## config.mk

```make
export PLATFORM = sky130hd
export DESIGN_NAME = frac_clk_div
export DESIGN_NICKNAME = d
export VERILOG_FILES = /design/src/rtl/frac_clk_div_pkg.sv /design/src/rtl/frac_phase_accum.sv /design/src/rtl/frac_clk_div.sv
export SDC_FILE = /design/constraint.sdc
export NUM_CORES = 1
export LEC_CHECK = 0
export BUFFER_PORTS_ARGS = -buffer_cell sky130_fd_sc_hd__buf_2
export CORE_MARGIN = 5
export CORE_UTILIZATION = 46
export DETAILED_ROUTE_END_ITERATION = 8
export GPL_TIMING_DRIVEN = 0
export PLACE_DENSITY_LB_ADDON = 0.2
export SETUP_SLACK_MARGIN = 0.3
export SYNTH_ARGS = -nofsm -noshare
export SYNTH_HDL_FRONTEND = slang
export SYNTH_SLANG_ARGS = --single-unit
```

## constraint.sdc

```tcl
create_clock -name clk_in -period 4.13 [get_ports clk_in]
set_input_delay 0.6195 -clock clk_in [delete_from_list [all_inputs] [get_ports clk_in]]
set_output_delay 0.6195 -clock clk_in [all_outputs]
set_load 0.03 [all_outputs]
```

## src/rtl/frac_clk_div_pkg.sv

```systemverilog
// Shared constants and ratio legality rule for the fractional clock-enable generator.
package frac_clk_div_pkg;

    localparam int FCD_ACC_W   = 16;
    localparam int FCD_DEF_NUM = 4;
    localparam int FCD_DEF_DEN = 5;

    // Outcome of a config offer in the current cycle
    typedef enum logic [1:0] {
        CFG_NONE   = 2'd0,
        CFG_ACCEPT = 2'd1,
        CFG_REJECT = 2'd2
    } cfg_action_e;

    // A ratio is usable only if it divides down (num <= den) and neither term is zero.
    // Arguments are 32 bits wide, so callers zero-extend; accumulator widths above 32 are not supported.
    function automatic logic ratio_legal(input logic [31:0] num, input logic [31:0] den);
        return (den != 32'd0) && (num != 32'd0) && (num <= den);
    endfunction

endpackage

```

## src/rtl/frac_phase_accum.sv

```systemverilog
// Phase accumulator: owns the active ratio, the accumulator and the registered tick/clk outputs.
module frac_phase_accum
    import frac_clk_div_pkg::*;
#(
    parameter int ACC_W   = FCD_ACC_W,
    parameter int DEF_NUM = FCD_DEF_NUM,
    parameter int DEF_DEN = FCD_DEF_DEN
) (
    input  logic             clk_i,
    input  logic             rst_ni,
    input  logic             hold_i,
    input  logic             load_i,
    input  logic [ACC_W-1:0] load_num_i,
    input  logic [ACC_W-1:0] load_den_i,
    output logic             wrap_o,
    output logic             tick_o,
    output logic             clk_o,
    output logic [ACC_W-1:0] num_o,
    output logic [ACC_W-1:0] den_o
);

    logic [ACC_W-1:0] acc_q, acc_d;
    logic [ACC_W-1:0] num_q, num_d;
    logic [ACC_W-1:0] den_q, den_d;
    logic             tick_q, tick_d;
    logic             clk_q, clk_d;
    logic [ACC_W:0]   sum;

    // One extra bit keeps acc + num from overflowing before the compare
    assign sum    = {1'b0, acc_q} + {1'b0, num_q};
    assign wrap_o = (sum >= {1'b0, den_q});

    // Next phase: advance when running, then let a ratio load restart the phase from zero
    always_comb begin
        acc_d  = acc_q;
        num_d  = num_q;
        den_d  = den_q;
        tick_d = 1'b0;
        clk_d  = clk_q;
        if (!hold_i) begin
            if (wrap_o) begin
                acc_d  = ACC_W'(sum - {1'b0, den_q});
                tick_d = 1'b1;
                clk_d  = ~clk_q;
            end else begin
                acc_d = sum[ACC_W-1:0];
            end
        end
        if (load_i) begin
            acc_d = '0;
            num_d = load_num_i;
            den_d = load_den_i;
        end
    end

    // Register phase, ratio and outputs; reset restores the default ratio
    always_ff @(posedge clk_i) begin
        if (!rst_ni) begin
            acc_q  <= '0;
            num_q  <= ACC_W'(DEF_NUM);
            den_q  <= ACC_W'(DEF_DEN);
            tick_q <= 1'b0;
            clk_q  <= 1'b0;
        end else begin
            acc_q  <= acc_d;
            num_q  <= num_d;
            den_q  <= den_d;
            tick_q <= tick_d;
            clk_q  <= clk_d;
        end
    end

    assign tick_o = tick_q;
    assign clk_o  = clk_q;
    assign num_o  = num_q;
    assign den_o  = den_q;

endmodule

```

## src/rtl/frac_clk_div.sv

```systemverilog
// Fractional clock-enable generator: config handshake, validation and glitch-free ratio switching.
module frac_clk_div
    import frac_clk_div_pkg::*;
#(
    parameter int ACC_W   = FCD_ACC_W,
    parameter int DEF_NUM = FCD_DEF_NUM,
    parameter int DEF_DEN = FCD_DEF_DEN
) (
    input  logic             clk_in,
    input  logic             reset,
    input  logic             en,
    input  logic             cfg_valid,
    output logic             cfg_ready,
    input  logic [ACC_W-1:0] cfg_num,
    input  logic [ACC_W-1:0] cfg_den,
    output logic             cfg_err,
    output logic             tick,
    output logic             clk_out,
    output logic [ACC_W-1:0] active_num,
    output logic [ACC_W-1:0] active_den
);

    logic             pending_q, pending_d;
    logic             cfgErr_q, cfgErr_d;
    logic [ACC_W-1:0] shadowNum_q, shadowNum_d;
    logic [ACC_W-1:0] shadowDen_q, shadowDen_d;
    logic             wrap;
    logic             load;
    cfg_action_e      cfgAction;

    // A staged ratio goes live on the next wrap while running, or right away while stopped
    assign load      = pending_q && (!en || wrap);
    assign cfg_ready = !pending_q;
    assign cfg_err   = cfgErr_q;

    frac_phase_accum #(
        .ACC_W   (ACC_W),
        .DEF_NUM (DEF_NUM),
        .DEF_DEN (DEF_DEN)
    ) u_accum (
        .clk_i      (clk_in),
        .rst_ni     (reset),
        .hold_i     (!en),
        .load_i     (load),
        .load_num_i (shadowNum_q),
        .load_den_i (shadowDen_q),
        .wrap_o     (wrap),
        .tick_o     (tick),
        .clk_o      (clk_out),
        .num_o      (active_num),
        .den_o      (active_den)
    );

    // Classify an offer; offers while a ratio is staged are simply not taken
    always_comb begin
        cfgAction = CFG_NONE;
        if (cfg_valid && !pending_q) begin
            if (ratio_legal(32'(cfg_num), 32'(cfg_den))) begin
                cfgAction = CFG_ACCEPT;
            end else begin
                cfgAction = CFG_REJECT;
            end
        end
    end

    // Stage accepted ratios, flag rejected ones, release the stage once loaded
    always_comb begin
        pending_d   = pending_q;
        shadowNum_d = shadowNum_q;
        shadowDen_d = shadowDen_q;
        cfgErr_d    = 1'b0;
        case (cfgAction)
            CFG_ACCEPT: begin
                shadowNum_d = cfg_num;
                shadowDen_d = cfg_den;
                pending_d   = 1'b1;
            end
            CFG_REJECT: begin
                cfgErr_d = 1'b1;
            end
            default: begin
            end
        endcase
        if (load) begin
            pending_d = 1'b0;
        end
    end

    // Handshake state registers; reset drops any staged ratio
    always_ff @(posedge clk_in) begin
        if (!reset) begin
            pending_q   <= 1'b0;
            shadowNum_q <= '0;
            shadowDen_q <= '0;
            cfgErr_q    <= 1'b0;
        end else begin
            pending_q   <= pending_d;
            shadowNum_q <= shadowNum_d;
            shadowDen_q <= shadowDen_d;
            cfgErr_q    <= cfgErr_d;
        end
    end

endmodule

```

==> impl_metrics.py, run 1 <==
metrics = {
    "logic_synthesis": {
        "synth-seq-cells": 84,
        "synth_edf_count": 0,
        "syn_area_sq_um": 5190,
        "ys_seq_area_frac": 0.324,
        "synthesis.nets": 697,
        "synthDistinctLibCells": 58,
        "synth_flop_cell": "dfxtp_1",
        "syn-instance-count": 611,
        "avgSynthCellArea_sq_um": 8.49,
        "synth_warnings": 0,
        "async_flop_share": 0,
    },
    "clock_network": {
        "cts.path.max_buffers": 2,
        "root_buffer": "clkbuf_16",
        "cts.sinks": 84,
        "cts_tree": "built",
        "cts_hold_buf": 0,
        "cts_max_level": 3,
        "cts-buffers-inserted": 9,
        "cts.clk_slew.worst_paths_ns": 0.06,
        "clk_latency_ns": 0.34,
    },
    "placement": {
        "placed_area_sq_um": 5750,
        "portBuffers": 71,
        "hpwl_um": 11700,
        "dpl.cell_count": 822,
        "gp_congestion": 0.897,
    },
    "floorplanning": {
        "io_pins": 72,
        "start_util": 0.474,
        "die_h_um": 116,
        "core.rowCount": 38,
        "die_x_um": 116,
        "core_area_sq_um": 10900,
        "dieArea_sq_um": 13500,
    },
    "detailed_routing": {
        "wl_um": 16100,
        "via_per_inst": 5.74,
        "routedWlPerCell_um": 18.4,
        "vias": 5026,
        "drt-initial-drc-count": 308,
        "drc_errors": 0,
        "drtPass1Iterations": 5,
        "postRouteAntennaNets": 0,
    },
    "run_status": {
        "outcome": "finished, violations left",
        "violations": "setup timing",
    },
    "sta": {
        "finalMaxSlewViolations": 0,
        "clock_skew_ns": 0.00742,
        "min_period_ns": 4.15,
        "finalCritPeriodShare": 1.00,
        "hold-worst-slack_ns": 0.455,
        "fmax_mhz": 241,
        "worst_pin_slew_ns": 0.783,
        "hold_viol": 0,
        "max_slew_margin": 0.478,
        "rsz0062_at_grt": "true",
        "setup_ws_ns": -0.0192,
        "setup_violations": 9,
    },
    "job": {
        "drv_cap": 0,
    },
    "critical_path": {
        "worstSetupStartpoint": "u_accum.num_o[0]$_SDFFE_PN0P_",
        "start_kind": "flip-flop",
        "critPathArrivalTime_ns": 4.37,
        "r2r_start": "u_accum.num_o[0]$_SDFFE_PN0P_",
        "cp_max_fo": 10,
        "required_ns": 4.35,
        "path_class": "flip-flop to flip-flop",
        "cp-end-kind": "flip-flop",
    },
    "pwr": {
        "power.density_nw_per_um2": 879,
        "vdd_ir_drop_max_v": 0.000896,
        "p_leak_nw": 3.12,
    },
    "finish": {
        "area_growth_syn_to_layout_pct": 31.7,
        "drive_gt1_frac": 0.279,
        "n_antenna_cell": 0,
        "final_nets": 817,
        "multi_input_area_sq_um": 3560,
        "seq_area_sq_um": 1690,
        "final_util": 0.625,
        "final_cells": 876,
        "design_area_sq_um": 6830,
        "nFillCells": 932,
    },
    "worst_hold_path": {
        "hp-start": "shadowNum_q[4]$_SDFFE_PN0N_",
        "hold_class": "flip-flop to flip-flop",
    },
    "global_route": {
        "grt_pass1_vias": 5068,
        "grt_use_total": 0.237,
        "grt_pass1_wl_um": 25000,
        "grt_antenna_before_repair": 0,
        "grt_max_degree": 16,
        "grt-ovfl-total": 0,
    },
}
layout by cell type, fill, tap and decap left out, types with 4 or more instances in the layout:
| cell | n |
|---|---|
| xnor2_1 | 16 |
| nor2b_1 | 8 |
| buf_12 | 6 |
| xor2_1 | 9 |
| clkbuf_1 | 20 |
| nor2_1 | 47 |
| mux2i_4 | 8 |
| nand3_1 | 36 |
| inv_1 | 41 |
| mux2i_2 | 4 |
| or3_1 | 5 |
| nand4_1 | 9 |
| nand2_1 | 49 |
| nor3_1 | 5 |
| buf_2 | 74 |
| a21o_1 | 11 |
| dfxtp_1 | 79 |
| ha_1 | 43 |
| a211oi_2 | 13 |
| buf_4 | 26 |
| a21oi_1 | 26 |
| buf_6 | 8 |
| clkbuf_16 | 11 |
| mux2i_1 | 34 |
| o21ai_0 | 41 |
| nor4_1 | 10 |
| o211ai_1 | 4 |
| o21ai_2 | 5 |
sequential cells by signal, indices dropped and copies added, names as in the netlist:
signal	cells
u_accum.acc_q	16
shadowDen_q	16
pending_q	1
u_accum.tick_o	1
shadowNum_q	16
u_accum.den_o	16
u_accum.clk_o	1
u_accum.num_o	16
cfg_err	1
where the power goes:
| group | total (W) | switching [W] | internal (W) |
|---|---|---|---|
| combinational | 0.00410 | 0.00207 | 0.00203 |
| sequential | 0.00103 | 0.0000913 | 0.000937 |
| clock | 0.000877 | 0.000340 | 0.000536 |
| total | 0.00601 | 0.00250 | 0.00350 |
cell type report:
cell class / count / share of cell area
multi-input cells: 457 / 0.520
flip-flops and latches: 84 / 0.248
repair buffers: 109 / 0.108
clock buffers: 10 / 0.0335
plain buffers: 27 / 0.0273
well taps: 140 / 0.0256
inverters: 43 / 0.0236
clock inverters: 6 / 0.0137
worst max-delay path, cell delays in order (launching register included):
cell and delay, ns:
dfxtp_4 0.35, ha_4 0.16, fa_2 0.35, a211oi_2 0.21
o21ai_2 0.11, o31ai_4 0.35, o21bai_1 0.10, a21oi_1 0.18
xnor2_1 0.20, ha_1 0.33, nand4_1 0.14, nand2b_4 0.17
nor4_4 0.05, nor4_2 0.24, o21ai_2 0.16, o31ai_4 0.27
buf_6 0.19, buf_12 0.16, mux2i_4 0.23, nor2_2 0.04
layer usage:
layer,vias up,GRT usage,share of wire
li1,2425,-,-
met1,2380,0.297,0.43
met5,-,0,0
met4,0,0.0998,0.031
met2,175,0.410,0.49
met3,46,0.0316,0.053
repair_timing:
item | 4_1_cts | 5_1_grt
resized for setup | 54 | 35
buffers inserted | 27 | 8
pin swaps | 27 | 14
endpoints found under the setup margin | 51 | 51
cloned | 1 | 2
cell families (layout without fill, tap and decap cells):
logic type,Yosys count,in the layout,synth area share
simple gates,198,198,0.185
flops,84,84,0.324
xor+xnor,26,26,0.0439
fa+ha+maj,50,50,0.124
compound gates,137,137,0.177
buf+inv,70,195,0.0579
mux,46,46,0.0888
through the flow:
| step | TNS, ns | setup WS (ns) | total power [W] |
|---|---|---|---|
| after floorplan | 0 | 0.188 | 0.00301 |
| after CTS | 0 | 0.175 | 0.00552 |
| after global routing | -7.70 | -0.234 | 0.00633 |
| after detailed placement | -9.44 | -0.307 | 0.00355 |
| final | -0.0887 | -0.0192 | 0.00601 |
| after global placement | -9.12 | -0.295 | 0.00349 |
synth_stat cells, types with 5 or more instances:
master / count / area share
or3_1: 5 / 0.0060
mux2i_1: 46 / 0.089
nor2b_1: 9 / 0.011
a211oi_1: 5 / 0.0072
ha_1: 48 / 0.12
a21oi_1: 31 / 0.030
nand3_1: 37 / 0.036
inv_1: 42 / 0.030
xnor2_1: 17 / 0.029
nor3_1: 6 / 0.0058
nand2_1: 51 / 0.037
nor4_1: 11 / 0.013
o21ai_0: 47 / 0.045
a21o_1: 11 / 0.016
a211oi_2: 10 / 0.024
xor2_1: 9 / 0.015
clkbuf_1: 19 / 0.014
nor2_1: 50 / 0.036
dfxtp_1: 84 / 0.32
nand4_1: 9 / 0.011
worst paths after layout:
check	slack, ns	endpoint	cells past startpoint
max	-0.02	u_accum.num_o[14]$_SDFFE_PN0P_	19
min	0.46	shadowNum_q[4]$_SDFFE_PN0N_	2
max reg2reg	-0.02	u_accum.num_o[14]$_SDFFE_PN0P_	19
min reg2reg	0.46	shadowNum_q[4]$_SDFFE_PN0N_	2
Power figures use the tool's default switching activity.
==> run 2, diff against run 1 <==
==> constraint.sdc (replaced) <==
create_clock -name clk_in -period 4.13 [get_ports clk_in]
set_input_delay 0.6195 -clock clk_in [delete_from_list [all_inputs] [get_ports clk_in]]
set_output_delay 0.6195 -clock clk_in [all_outputs]
set_load 0.01 [all_outputs]
==> run 2 against run 1 <==
  * Clock skew increased by 0.0011 ns
  * Core utilization decreased by 0.80 points
  * Flip-flop and latch count unchanged
  * Sequential share of layout area increased by 0.28 points
  * Clock power decreased by 5.6%
  * Critical path depth decreased by 3
  * Die area unchanged
  * Combinational power decreased by 11%
  * The flow still finishes with violations (setup timing)
  * Cell area decreased by 1.3%
  * Count of clock-buffer cells in the layout unchanged
  * Highest routed layer unchanged
  * Non-clock buffer count decreased by 1
  * Routed wire length decreased by 1.2%
==> impl_metrics.py, run 2 (same netlist as run 1, synthesis figures left out) <==
metrics = {
    "clock_network": {
        "cts_max_level": 3,
        "cts_hold_buf": 0,
        "cts.clk_slew.worst_paths_ns": 0.06,
        "cts-buffers-inserted": 9,
        "cts.path.max_buffers": 2,
        "cts_tree": "built",
        "clk_latency_ns": 0.34,
        "root_buffer": "clkbuf_16",
        "cts.sinks": 84,
    },
    "finish": {
        "n_antenna_cell": 0,
        "layout_commonest_cell": "dfxtp_1",
        "area_growth_syn_to_layout_pct": 30.1,
        "drive_gt1_frac": 0.265,
        "final_nets": 816,
        "final_cell_mix": "dfxtp_1, buf_2, nand2_1, nor2_1, ha_1",
        "design_area_sq_um": 6750,
    },
    "sta": {
        "fin_tns_setup_ns": -0.000864,
        "max_slew_margin": 0.472,
        "rsz0062_at_grt": "true",
        "worst_pin_slew_ns": 0.792,
        "min_period_ns": 4.13,
        "hold_viol": 0,
        "fmax_mhz": 242,
        "finalMaxSlewViolations": 0,
        "finalCritPeriodShare": 1.00,
        "clock_skew_ns": 0.00854,
        "setup_ws_ns": -0.000864,
        "setup_violations": 1,
    },
    "placement": {
        "hpwl_um": 11500,
        "portBuffers": 71,
        "gp_congestion": 0.925,
        "pre_cts_slack_ns": -0.385,
        "placed_area_sq_um": 5750,
    },
    "critical_path": {
        "cp_top_family": "simple AND/OR/NAND/NOR gates",
        "path_class": "flip-flop to flip-flop",
        "cp-end-kind": "flip-flop",
        "crit_slowest_cell": "or4b_2",
        "crit_buf_inv": 2,
        "critPathArrivalTime_ns": 4.34,
        "critical_path.max_stage_delay_ns": 0.67,
        "required_ns": 4.34,
        "cp_max_fo": 7,
        "crit_chain": "ha_1 -> a211oi_2 -> o211ai_1 -> nand2_1 -> o21ai_2 -> or4b_2 -> nand3_2 -> ha_4 -> or2_2 -> a21oi_4 -> a211oi_4 -> o31ai_4 -> buf_6 -> clkbuf_16 -> mux2i_1 -> nor2_1",
        "start_kind": "flip-flop",
    },
    "floorplanning": {
        "dieArea_sq_um": 13500,
        "io_pins": 72,
        "start_util": 0.474,
        "die_h_um": 116,
        "die_x_um": 116,
        "core.rowCount": 38,
        "core_area_sq_um": 10900,
    },
    "global_route": {
        "grt_pass1_wl_um": 24700,
        "grt_use_total": 0.234,
        "grt_antenna_before_repair": 0,
        "grt_max_degree": 16,
        "grt_pass1_vias": 4999,
        "grt-ovfl-total": 0,
    },
    "pwr": {
        "vdd_ir_drop_max_v": 0.000624,
        "p_leak_nw": 3.11,
        "power.density_nw_per_um2": 818,
    },
    "detailed_routing": {
        "drc_errors": 0,
        "wl_um": 15900,
        "vias": 5014,
        "via_per_inst": 5.73,
        "routedWlPerCell_um": 18.2,
        "postRouteAntennaNets": 0,
        "drt-initial-drc-count": 267,
        "drtPass1Iterations": 5,
    },
    "worst_hold_path": {
        "hold_class": "flip-flop to flip-flop",
    },
    "job": {
        "drv_cap": 0,
    },
    "run_status": {
        "outcome": "finished, violations left",
        "violations": "setup timing",
    },
}
[run 2: changes by cell type in the layout (fill, tap and decap cells not counted), sizes merged]
cell and change:
clkinvlp +1, buf -2, clkbuf +1, bufinv -1
[run 2: per-layer routing]
metal,vias up,part of all wire,GRT usage
li1,2422,-,-
met1,2407,0.44,0.299
met2,158,0.49,0.394
met3,27,0.048,0.0492
met4,0,0.020,0.0789
met5,-,0,0
[run 2: metrics by stage]
step	total power [W]	std cells	hold slack, ns	util
3_3_place_gp	0.00342	822	0.448	0.525
3_5_place_dp	0.00346	822	0.456	0.525
5_1_grt	0.00582	875	0.488	0.617
6_report	0.00552	875	0.458	0.617
2_1_floorplan	0.00299	611	0.435	-
4_1_cts	0.00503	868	0.465	0.599
[run 2: power by group]
| group | internal, W | leakage, nW | switching [W] |
|---|---|---|---|
| clock network | 0.000476 | 0.140 | 0.000352 |
| logic | 0.00183 | 2.28 | 0.00183 |
| registers | 0.000938 | 0.688 | 0.0000938 |
| total | 0.00325 | 3.11 | 0.00228 |
[run 2: final cells by class]
| type | count | area, sq um |
|---|---|---|
| plain buffers | 27 | 181 |
| flip-flops and latches | 84 | 1690 |
| clock inverters | 6 | 71.3 |
| multi-input cells | 457 | 3460 |
| clock buffers | 10 | 229 |
| fillers | 934 | 4190 |
| well taps | 140 | 175 |
| repair buffers | 108 | 772 |
| inverters | 43 | 161 |
[run 2: worst paths after layout]
path | slack [ns] | startpoint | end | cells past startpoint
setup / recovery | -0.0009 | u_accum.num_o[1]$_SDFFE_PN0P_ | u_accum.num_o[0]$_SDFFE_PN0P_ | 16
hold / removal | 0.46 | shadowNum_q[14]$_SDFFE_PN0N_ | shadowNum_q[14]$_SDFFE_PN0N_ | 2
setup reg to reg | -0.0009 | u_accum.num_o[1]$_SDFFE_PN0P_ | u_accum.num_o[0]$_SDFFE_PN0P_ | 16
hold reg to reg | 0.46 | shadowNum_q[14]$_SDFFE_PN0N_ | shadowNum_q[14]$_SDFFE_PN0N_ | 2
[run 2: timing repair]
action,CTS,global route
pin swaps,28,14
resized for setup,53,19
cloned,2,3
setup endpoints to repair,51,50
setup buffers,28,4
[run 2: tightest hold or removal path, delay by kind of cell, from the launching register on]
family,cells,cell delay (ns)
AND/OR/NAND/NOR,1,0.05
flip-flops,1,0.31
AO/OA/AOI/OAI,1,0.06
